**src/rtl/checkpoint_pkg.sv**
```systemverilog
// Shared types and default constants for the checkpoint reporter.
// The FSM is either idle or holding a code on the pads for its minimum time.
package checkpoint_pkg;

    typedef enum logic {
        IDLE = 1'b0,
        HOLD = 1'b1
    } state_t;

    localparam int          CKPT_WIDTH       = 16;
    localparam int          CKPT_DEPTH       = 4;
    localparam int          CKPT_HOLD_CYCLES = 64;
    localparam logic [15:0] CKPT_IDLE_CODE   = 16'h0000;

endpackage

```
**src/rtl/ckpt_fifo.sv**
```systemverilog
// Small synchronous FIFO that queues checkpoint codes.
// The head entry is visible combinationally so a pop can latch it at the same edge.
module ckpt_fifo #(
    parameter int WIDTH = 16,
    parameter int DEPTH = 4
) (
    input  logic                       clock,
    input  logic                       resetb,
    input  logic                       push,
    input  logic                       pop,
    input  logic                       flush,
    input  logic [WIDTH-1:0]           push_data,
    output logic [WIDTH-1:0]           head,
    output logic                       full,
    output logic                       empty,
    output logic [$clog2(DEPTH+1)-1:0] level
);

    localparam int AW = $clog2(DEPTH);
    localparam int LW = $clog2(DEPTH+1);

    logic [WIDTH-1:0] mem [DEPTH];
    logic [AW-1:0]    wr_ptr;
    logic [AW-1:0]    rd_ptr;
    logic [LW-1:0]    count;
    logic             do_push;
    logic             do_pop;

    // A push into a full FIFO is only legal when a pop frees the slot at the same edge.
    assign do_pop  = pop & ~empty;
    assign do_push = push & (~full | do_pop);

    assign full  = (count == LW'(DEPTH));
    assign empty = (count == '0);
    assign level = count;
    assign head  = mem[rd_ptr];

    always_ff @(posedge clock or negedge resetb) begin
        if (!resetb) begin
            wr_ptr <= '0;
            rd_ptr <= '0;
            count  <= '0;
        end else if (flush) begin
            wr_ptr <= '0;
            rd_ptr <= '0;
            count  <= '0;
        end else begin
            if (do_push) wr_ptr <= wr_ptr + 1'b1;
            if (do_pop)  rd_ptr <= rd_ptr + 1'b1;
            case ({do_push, do_pop})
                2'b10:   count <= count + 1'b1;
                2'b01:   count <= count - 1'b1;
                default: count <= count;
            endcase
        end
    end

    always_ff @(posedge clock) begin
        if (do_push && !flush) mem[wr_ptr] <= push_data;
    end

endmodule

```
**src/rtl/checkpoint_reporter.sv**
```systemverilog
// Queues firmware checkpoint codes from LA probes and drives each onto the
// user pads for at least HOLD_CYCLES cycles so slow bench polling never misses one.
module checkpoint_reporter
    import checkpoint_pkg::*;
#(
    parameter int               WIDTH       = CKPT_WIDTH,
    parameter int               DEPTH       = CKPT_DEPTH,
    parameter int               HOLD_CYCLES = CKPT_HOLD_CYCLES,
    parameter logic [WIDTH-1:0] IDLE_CODE   = WIDTH'(CKPT_IDLE_CODE)
) (
    input  logic                       clock,
    input  logic                       resetb,
    input  logic                       enable,
    input  logic                       push_toggle,
    input  logic [WIDTH-1:0]           push_code,
    input  logic                       clear_overflow,
    output logic [WIDTH-1:0]           io_out,
    output logic [WIDTH-1:0]           io_oeb,
    output logic [$clog2(DEPTH+1)-1:0] fifo_level,
    output logic                       busy,
    output logic                       overflow
);

    localparam int CW = $clog2(HOLD_CYCLES + 1);

    state_t           state_q;
    state_t           state_d;
    logic [CW-1:0]    cnt_q;
    logic [CW-1:0]    cnt_d;
    logic [WIDTH-1:0] out_d;
    logic             toggle_q;
    logic             push_req;
    logic             pop;
    logic             fifo_push;
    logic             ovf_set;
    logic             full;
    logic             empty;
    logic [WIDTH-1:0] head;

    // toggle_q tracks the probe even while disabled, so enabling never fakes a push.
    assign push_req  = (push_toggle ^ toggle_q) & enable;
    assign fifo_push = push_req & (~full | pop);
    assign ovf_set   = push_req & full & ~pop;
    assign busy      = (state_q == HOLD) | ~empty;

    ckpt_fifo #(
        .WIDTH (WIDTH),
        .DEPTH (DEPTH)
    ) u_fifo (
        .clock     (clock),
        .resetb    (resetb),
        .push      (fifo_push),
        .pop       (pop),
        .flush     (~enable),
        .push_data (push_code),
        .head      (head),
        .full      (full),
        .empty     (empty),
        .level     (fifo_level)
    );

    always_comb begin
        state_d = state_q;
        cnt_d   = cnt_q;
        out_d   = io_out;
        pop     = 1'b0;
        if (!enable) begin
            state_d = IDLE;
            cnt_d   = '0;
            out_d   = IDLE_CODE;
        end else begin
            case (state_q)
                IDLE: begin
                    if (!empty) begin
                        pop     = 1'b1;
                        out_d   = head;
                        cnt_d   = CW'(HOLD_CYCLES - 1);
                        state_d = HOLD;
                    end
                end
                HOLD: begin
                    if (cnt_q != '0) begin
                        cnt_d = cnt_q - 1'b1;
                    end else if (!empty) begin
                        pop   = 1'b1;
                        out_d = head;
                        cnt_d = CW'(HOLD_CYCLES - 1);
                    end else begin
                        state_d = IDLE;
                    end
                end
                default: state_d = IDLE;
            endcase
        end
    end

    // Overflow set wins over a same-edge clear so a drop is never lost.
    always_ff @(posedge clock or negedge resetb) begin
        if (!resetb) begin
            state_q  <= IDLE;
            cnt_q    <= '0;
            io_out   <= IDLE_CODE;
            io_oeb   <= '1;
            toggle_q <= 1'b0;
            overflow <= 1'b0;
        end else begin
            state_q  <= state_d;
            cnt_q    <= cnt_d;
            io_out   <= out_d;
            io_oeb   <= {WIDTH{~enable}};
            toggle_q <= push_toggle;
            if (ovf_set)
                overflow <= 1'b1;
            else if (clear_overflow)
                overflow <= 1'b0;
        end
    end

endmodule

```
**config.mk**
```make
export PLATFORM = sky130hd
export DESIGN_NAME = checkpoint_reporter
export DESIGN_NICKNAME = d
export VERILOG_FILES = /design/src/rtl/checkpoint_pkg.sv /design/src/rtl/ckpt_fifo.sv /design/src/rtl/checkpoint_reporter.sv
export SDC_FILE = /design/constraint.sdc
export NUM_CORES = 1
export LEC_CHECK = 0
export CAP_MARGIN = 20
export CORE_MARGIN = 2
export CORE_UTILIZATION = 40
export CTS_CLUSTER_SIZE = 40
export DETAILED_ROUTE_END_ITERATION = 8
export GPL_TIMING_DRIVEN = 1
export PLACE_DENSITY = 0.66
export SETUP_SLACK_MARGIN = 0.5
export SLEW_MARGIN = 5
export SYNTH_ARGS = -nofsm -noshare
export SYNTH_HDL_FRONTEND = slang
export SYNTH_SLANG_ARGS = --single-unit
```
**constraint.sdc**
```tcl
create_clock -name clock -period 4 [get_ports clock]
set_input_delay 1.2 -clock clock [delete_from_list [all_inputs] [get_ports clock]]
set_output_delay 1.2 -clock clock [all_outputs]
set_load 0.005 [all_outputs]
```
Word-level counts from Yosys, hierarchy flattened
Memory sizes are Yosys's and may differ from the RTL's.
Index checks and enable logic that the tools add are counted.
W data, S select, Z words.
{"block": "totals", "reg_bits": 34, "n_memories": 1, "elab_cells": 66, "rom_bits": 0, "in_bits": 21, "mem_bits_rw": 64, "latch_bits": 0}
{"block": "classes", "muxes": 25, "n_shift": 0, "div": 0, "bitwise_logic": 15, "order_cmp": 0, "n_eq_ne": 7, "n_addsub": 5, "n_reduce_logical": 4, "n_mul": 0}
{"name": "u_fifo.mem", "words": 4, "width": 16, "read_ports": 1, "rd_clocked_by_memory_dff": 0, "write_ports": 1, "line_no": "ckpt_fifo.sv:22", "text": "logic [WIDTH-1:0] mem [DEPTH];"}
{"op": "$mux W16", "n": 3}
{"op": "$pmux W16 S2", "n": 1}
{"op": "$mux W7", "n": 3}
{"op": "$pmux W7 S2", "n": 1}
{"op": "$mux W1", "n": 9}
{"op": "$mux W2", "n": 4}
{"op": "$reduce_bool A7 Y1", "n": 1}
{"op": "$sub A7 B1 Y7 const B", "n": 1}
{"op": "$and A1 B1 Y1", "n": 6}
{"op": "$pmux W3 S2", "n": 1}
{"op": "$not A1 Y1", "n": 5}
{"op": "$add A2 B1 Y2 const B", "n": 2}
{"op": "$ne A2 B1 Y1 const B", "n": 2}
{"op": "$pmux W1 S2", "n": 2}
{"op": "$add A3 B1 Y3 const B", "n": 1}
{"op": "$eq A3 B3 Y1 const B", "n": 1}
{"op": "$logic_not A3 Y1", "n": 1}
{"op": "$mux W3", "n": 1}
{"op": "$ne A3 B1 Y1 const B", "n": 1}
{"op": "$ne A3 B3 Y1 const B", "n": 1}
{"op": "$or A1 B1 Y1", "n": 3}
{"op": "$sub A3 B1 Y3 const B", "n": 1}
{"op": "$eq A2 B1 Y1 const B", "n": 1}
{"op": "$eq A2 B2 Y1 const B", "n": 1}
{"op": "other kinds (3)", "n": 3}

Depth between registers and ports, before layout
Gate-level depths: netlist of run 1.
{"block": "logic_depth", "word_depth": 11, "mapped_depth": 12, "depth_no_buf": 10}

Hierarchy
From an unflattened synthesis of run 1, not the netlist that was laid out.
{"block": "unflattened", "cells_unflattened": 277, "hier_area_um2": 4239.1}
{"module": "ckpt_fifo", "seq_area_each_um2": 2097.0, "area_each_um2": 2892.8, "instances": 1, "cells_per_inst": 151}
{"module": "checkpoint_reporter", "seq_area_each_um2": 676.9, "area_each_um2": 1346.3, "instances": 1, "cells_per_inst": 126}

Worst setup path before layout of run 1
Ideal clock, no wire load.
{"block": "synth_timing", "path_type": "in2reg", "from": "input enable", "to": "register u_fifo.count[2] (netlist: u_fifo.level[2])", "setup_slack_ns": 0.996, "setup_time_ns": 0.082, "n_path_buf": 2, "cell_stages": 9, "required_time_ns": 3.918, "t_arrival_ns": 2.922, "path_cell_list": "clkbuf_1 -> inv_1 -> clkbuf_1 -> nor3_1 -> fa_1 -> or2_2 -> o21ai_0 -> nand3_1 -> a31oi_1"}
{"block": "synth_between", "elab_chain_cells": 7, "word_cells_on_any_way": 12, "cone_classes": "eq/ne (3); mux (3); bitwise (6)"}
{"element": "from (decl)", "line_no": "checkpoint_reporter.sv:13", "text": "input logic enable,"}
{"element": "$mux W1", "line_no": "checkpoint_reporter.sv:67", "text": "if (!enable) begin"}
{"element": "$or A1 B1 Y1 or $and A1 B1 Y1 (tied branches)", "line_no": "checkpoint_reporter.sv:42, ckpt_fifo.sv:30"}
{"element": "$and A1 B1 Y1 or $or A1 B1 Y1 (tied branches)", "line_no": "checkpoint_reporter.sv:42, ckpt_fifo.sv:31"}
{"element": "$and A1 B1 Y1", "line_no": "ckpt_fifo.sv:31", "text": "assign do_push = push & (~full | do_pop);"}
{"element": "$eq A2 B1 Y1 or $eq A2 B2 Y1 (tied branches)", "line_no": "ckpt_fifo.sv:50", "text": "case ({do_push, do_pop})"}
{"element": "$pmux W3 S2", "line_no": "ckpt_fifo.sv:50"}
{"element": "$mux W3", "line_no": "ckpt_fifo.sv:43", "text": "end else if (flush) begin"}
{"element": "to (signal assigned)", "line_no": "ckpt_fifo.sv:51", "text": "2'b10: count <= count + 1'b1;"}
{"element": "to (signal assigned)", "line_no": "ckpt_fifo.sv:52", "text": "2'b01: count <= count - 1'b1;"}
{"element": "to (signal assigned)", "line_no": "ckpt_fifo.sv:53", "text": "default: count <= count;"}
{"element": "to (decl)", "line_no": "ckpt_fifo.sv:25", "text": "logic [LW-1:0] count;"}
Several ways; a longest one is shown, not always the timed one.
A chain may end at the register's enable or synchronous reset.

Worst setup path after layout of run 1
Same ends and word-level chain as after synthesis.

==> results of run 1 <==
-- worst paths after layout --
path | start | end | slack (ns)
max | enable | u_fifo.level[2] | 0.87
min | io_out[12] | io_out[12] | 0.52
max reg2reg | cnt_q[0] | u_fifo.level[2] | 1.39
min reg2reg | io_out[12] | io_out[12] | 0.52
max in group asynchronous | resetb | io_out[6] | 2.60
min in group asynchronous | resetb | toggle_q | 0.90
-- power groups by stage --
stage	clock network, mW	registers [mW]	logic (mW)
finish	0.580	1.38	1.05
global route	0.636	1.41	1.16
CTS	0.593	1.40	1.03
detailed placement	0	1.42	1.03
global placement	0	1.42	1.00
floorplan	0	1.34	0.699
-- state kept, by name (all words and copies together), names as in the netlist --
register / count
u_fifo.wr_ptr: 2
u_fifo.rd_ptr: 2
io_out: 16
state_q: 1
overflow: 1
u_fifo.mem: 64
cnt_q: 7
io_oeb: 1
toggle_q: 1
u_fifo.level: 3
-- area by class of cell --
class,instances,area [um^2],area share [%]
tap,136,170,3.38
inverter,8,30.0,0.597
clock buffer,9,124,2.46
sequential,98,2770,55.1
clock inverter,7,53.8,1.07
multi-input combinational,155,1230,24.5
timing repair buffer,65,646,12.8
-- synth_stat cells, types with 2 or more instances --
| cell type | instances |
|---|---|
| o21ai_0 | 6 |
| a31oi_1 | 3 |
| clkbuf_1 | 5 |
| and3_1 | 5 |
| xor2_1 | 2 |
| nor2_1 | 5 |
| inv_1 | 8 |
| a311oi_1 | 2 |
| or3_1 | 3 |
| dfrtp_1 | 33 |
| nand4_1 | 3 |
| edfxtp_1 | 64 |
| buf_4 | 17 |
| buf_2 | 7 |
| a211oi_1 | 4 |
| nand2b_1 | 2 |
| mux4_2 | 16 |
| nand2_1 | 40 |
| nand3_1 | 3 |
| mux2_2 | 2 |
| xnor2_1 | 3 |
| a21oi_1 | 23 |
| ha_1 | 6 |
| o211ai_1 | 3 |
| nor3_1 | 6 |
-- worst reg2reg max path, cell delays in order (launching register included) --
cell and delay (ns):
dfrtp_1 0.42, inv_1 0.10, ha_1 0.19, nor2b_1 0.39
o211ai_1 0.18, nor3_1 0.26, fa_1 0.29, nand2_1 0.09
a2111oi_0 0.34, a31oi_1 0.08, a31oi_1 0.20
-- through the flow --
step / instances / area [um^2] / util [%]
5_1_grt: 478 / 5030 / 48.7
6_report: 478 / 5030 / 48.7
3_3_place_gp: 461 / 4820 / 46.7
3_5_place_dp: 461 / 4820 / 46.7
2_1_floorplan: 293 / 4240 / -
4_1_cts: 477 / 5000 / 48.5
-- layer usage --
| metal | track usage, % | up-vias | wire (um) |
|---|---|---|---|
| met1 | 17.8 | 1248 | 3280 |
| met3 | 4.62 | 14 | 447 |
| met5 | 0 | - | 0 |
| li1 | - | 1172 | - |
| met4 | 4.92 | 0 | 135 |
| met2 | 25.1 | 83 | 3970 |
-- placed cells by master (no fill, tap or decap), types with 3 or more instances in the layout --
master / n
a211oi_1: 4
a21oi_1: 23
a31oi_1: 3
and3_1: 5
buf_4: 7
clkbuf_8: 9
clkdlybuf4s50_1: 56
dfrtp_1: 33
edfxtp_1: 64
ha_1: 6
inv_1: 8
mux4_2: 16
nand2_1: 40
nand3_1: 3
nand4_1: 3
nor2_1: 5
nor3_1: 6
o211ai_1: 3
o21ai_0: 6
or3_1: 3
xnor2_1: 3
-- cells by family (layout without fill, tap and decap cells) --
logic type,after synthesis,after routing,synth area share (%)
buffers and inverters,40,89,5.46
and+or+nand+nor,72,72,8.18
DFF,98,98,65.5
adders and majority gates,7,7,2.24
muxes,18,18,9.03
xor gates and xnor gates,5,5,1.03
AOI/OAI and AO/OA,53,53,8.59
==> results.yml, run 1 <==
run_status:
  outcome: "completed"
cts:
  postCtsSetupRepairBufs: 0
  clock_latency_ns: 0.36
  cts_buffers: 9
  cts-resized-gates: 0
  clock_sinks: 98
  hold_buffers: 0
  clkTransAtPathRegs_ns: 0.10
  cts_tree: "done"
  clockBufferDepth: 2
  htree_levels: 3
  cts-root-buf: "clkbuf_8"
pwr:
  p_per_area_nw_per_um2: 598
  power_frac_comb_pct: 34.9
  ir_drop_mv: 0.238
  p_switching_mw: 1.03
  p_int_mw: 1.98
  p_seq_share_pct: 45.9
  p_sw_share_pct: 34.3
  clockPowerShare_pct: 19.3
  power_mw: 3.01
  leakage_nw: 1.77
synthesis:
  synth-seq-area-share_pct: 65.5
  synth_largest_area_cell: "edfxtp_1"
  syn-num-nets: 321
  synth_warnings: 0
  synth.distinct_cells: 47
  synth_area_um2: 4240
  syn_inst: 293
  synth_area_leaders: "edfxtp_1 45%, dfrtp_1 19%, mux4_2 8.5%"
  ys_seq_elements: 98
  avgSynthCellArea_um2: 14.5
  synth_ff_type: "edfxtp_1"
  async_flop_share_pct: 34.7
  synth_edf_count: 64
  synth_top_area_share_pct: 45.3
final_layout:
  drive_above_1_share_pct: 14.3
  final_nets: 365
  antenna_cells: 0
  areaGrowthSynthToFinish_pct: 18.7
  fill_cells: 884
timing:
  fin_crit_ns: 3.13
  hold_violations: 0
  fmax_mhz: 319
  finalSetupViolations: 0
  setup_tns_ns: 0
  relSlewSlack_pct: 30.4
  hold-worst-slack_ns: 0.524
  worst_pin_slew_ns: 1.04
  worst_slack_ns: 0.867
  finalCritPeriodShare_pct: 78.3
  rsz0062_at_grt: "no"
  skew_ns: 0.00744
  drv_slew: 0
route:
  viasPerCell: 5.27
  wl_mm: 7.84
  firstDrtPassIters: 4
  first_iter_violations: 152
  post-route-drc-count: 0
  wire_per_inst_um: 16.4
  via_count: 2517
  ant_nets: 0
global_route:
  grtUsageTotal_pct: 14.7
  grt_pass1_vias: 2464
  grt_first_pass_wirelength_mm: 12.7
  overflow: 0
  grt_max_degree: 35
  antenna_found_initial: 0
placement:
  io_buffers: 57
  place_ws_ns: 0.499
  post-dp-hpwl_mm: 5.19
  gp_congestion: 0.844
setup_path:
  max_stage_delay_ns: 0.56
  crit_fanout: 10
  cp_slowest_cell: "clkdlybuf4s50_1"
  cp-end-kind: "flip-flop"
  worst_ep_arrival_time_ns: 3.42
  critPathLaunchType: "input port"
  worst-path-stages: 8
  path_class: "in2reg"
  worstPathRequired_ns: 4.28
  crit_chain: "clkdlybuf4s50_1, inv_1, nor3_1, fa_1, or2_2, o21ai_0, nand3_1, a31oi_1"
  crit_buf_inv: 2
  crit_family: "buffers and inverters"
  reg2regPathDepth: 10
die:
  dieArea_um2: 11400
  die_height_um: 107
  coreArea_um2: 10300
  rows: 37
  die_w_um: 107
  initial_utilization_pct: 41.0
  io_pins: 58
hold_path:
  worst_hold_path_type: "reg2reg"
  holdPathStages: 2
run:
  drv_cap: 0
(Power assumes the default switching activity.)
==> run 2, diff against run 1 <==
PLACE_DENSITY = 0.69   (was 0.66)
clock period = 2.8 ns   (was 4 ns; I/O delays follow)
==> run 2 against run 1 <==
  * Via count is 7.8% higher
  * Setup slack got worse by 0.34 ns
  * First-iteration DRC count rose by 25%
  * Global-route usage increased by 1.2 points
  * Worst hold slack lost 0.073 ns
  * Cell count is 5.6% higher
  * Die area is the same
  * Largest cell class unchanged
==> results.yml, run 2 (same netlist as run 1, synthesis figures left out) <==
global_route:
  overflow: 0
  grt_max_degree: 29
  antenna_found_initial: 0
  grt_pass1_vias: 2687
  grtUsageTotal_pct: 15.9
  grt_first_pass_wirelength_mm: 13.9
setup_path:
  critPathLaunchType: "input port"
  crit_fanout: 3
  rrSetupSlack_ns: 0.54
  crit_chain: "clkdlybuf4s50_1, inv_2, nor3_4, fa_2, mux2_2, nand4_1, o211ai_1"
  rr_endpoint: "u_fifo.mem[2][5]"
  crit_buf_inv: 2
  cp-end-kind: "flip-flop"
  max_stage_delay_ns: 0.49
  crit_family: "buffers and inverters"
  worstPathRequired_ns: 3.04
  cp_slowest_cell: "clkdlybuf4s50_1"
  path_class: "in2reg"
  timing.rr.start: "cnt_q[3]"
  reg2regPathDepth: 5
  worst_ep_arrival_time_ns: 2.52
route:
  firstDrtPassIters: 4
  wl_mm: 8.77
  first_iter_violations: 190
  wire_per_inst_um: 17.4
  post-route-drc-count: 0
  via_count: 2713
  ant_nets: 0
  viasPerCell: 5.37
placement:
  place_ws_ns: -0.146
  placed_cell_area_um2: 4930
  io_buffers: 57
  gp_congestion: 0.783
  post-dp-hpwl_mm: 5.64
  dpl.cell_count: 472
die:
  die_w_um: 107
  initial_utilization_pct: 41.0
  io_pins: 58
  coreArea_um2: 10300
  rows: 37
  dieArea_um2: 11400
  die_height_um: 107
final_layout:
  drive_above_1_share_pct: 26.0
  fill_cells: 871
  final-seq-area_um2: 2780
  final_nets: 392
  antenna_cells: 0
  final_area_um2: 5290
  final_common_cell: "edfxtp_1"
  regMostFlops: "u_fifo.mem"
  multi_input_area_um2: 1320
  largest_register_ffs: 64
  reg_top3: "u_fifo.mem x64, io_out x16, cnt_q x7"
  areaGrowthSynthToFinish_pct: 24.9
  final_cells: 505
  mostFrequentLayoutCells: "64 x edfxtp_1, 40 x nand2_1, 38 x clkdlybuf4s50_1, 35 x buf_4, 26 x dfrtp_1"
  fin_util_pct: 51.3
timing:
  finalCritPeriodShare_pct: 81.3
  hold_violations: 0
  rsz0062_at_grt: "yes"
  fmax_mhz: 439
  setup_tns_ns: 0
  drv_slew: 0
  fin_crit_ns: 2.28
  relSlewSlack_pct: 46.6
  skew_ns: 0.0179
  worst_pin_slew_ns: 0.801
  finalSetupViolations: 0
  worst_slack_ns: 0.524
cts:
  cts_buffers: 9
  cts_tree: "done"
  clkTransAtPathRegs_ns: 0.10
  hold_buffers: 0
  clock_sinks: 98
  clock_latency_ns: 0.36
  cts-root-buf: "clkbuf_8"
  htree_levels: 3
  clockBufferDepth: 2
pwr:
  p_per_area_nw_per_um2: 873
  leakage_nw: 1.94
  ir_drop_mv: 0.439
hold_path:
  worst_hold_path_type: "in2async"
run:
  drv_cap: 0
run_status:
  outcome: "completed"
-- run 2: where the power goes --
group | switching [mW] | total, mW | internal (mW)
Clock | 0.511 | 0.849 | 0.339
Combinational | 0.930 | 1.84 | 0.909
Sequential | 0.171 | 1.93 | 1.76
Total | 1.61 | 4.62 | 3.01
-- run 2: stage by stage --
| stage | total power [mW] | hold WS [ns] |
|---|---|---|
| floorplan | 2.99 | 0.465 |
| global placement | 3.53 | 0.497 |
| detailed placement | 3.58 | 0.494 |
| CTS | 4.55 | 0.464 |
| global route | 4.89 | 0.505 |
| finish | 4.62 | 0.451 |
-- run 2: repair_timing --
action	CTS	global route
pin swaps	5	3
buffers inserted	11	6
endpoints found under the setup margin	20	3
hold endpoints to repair	0	0
resized for setup	35	4
-- run 2: routing by layer --
| layer | wire (um) | vias up | global-route usage, % |
|---|---|---|---|
| li1 | - | 1224 | - |
| met2 | 4320 | 72 | 26.0 |
| met4 | 143 | 0 | 6.22 |
| met1 | 3920 | 1405 | 21.3 |
| met3 | 380 | 12 | 2.80 |
| met5 | 0 | - | 0 |
-- run 2: worst reg2reg max path, cell delays in order, from the launching register on --
cell,delay (ns)
dfrtp_2,0.47
buf_4,0.15
or4_4,0.56
o2111ai_4,0.32
and3_1,0.25
buf_4,0.21
-- run 2: cell type report --
cell class              instances  share of cell area, %
flip-flops and latches         98                   52.6
multi-input cells             155                   24.9
repair buffers                 92                   15.2
well taps                     136                   3.22
clock buffers                   9                   2.34
clock inverters                 7                   1.13
inverters                       8                  0.567
-- run 2: worst max-delay path by stage --
stage                    start              end  slack (ns)  cells after the start
2_1_floorplan  u_fifo.level[2]  u_fifo.level[2]        0.34                     12
3_3_place_gp       push_toggle  u_fifo.level[1]      -0.007                      8
3_5_place_dp       push_toggle  u_fifo.level[2]       -0.15                      9
4_1_cts               cnt_q[3]  u_fifo.level[2]        0.50                      8
5_1_grt                 enable  u_fifo.level[2]        0.45                      8
6_report                enable  u_fifo.level[1]        0.52                      7
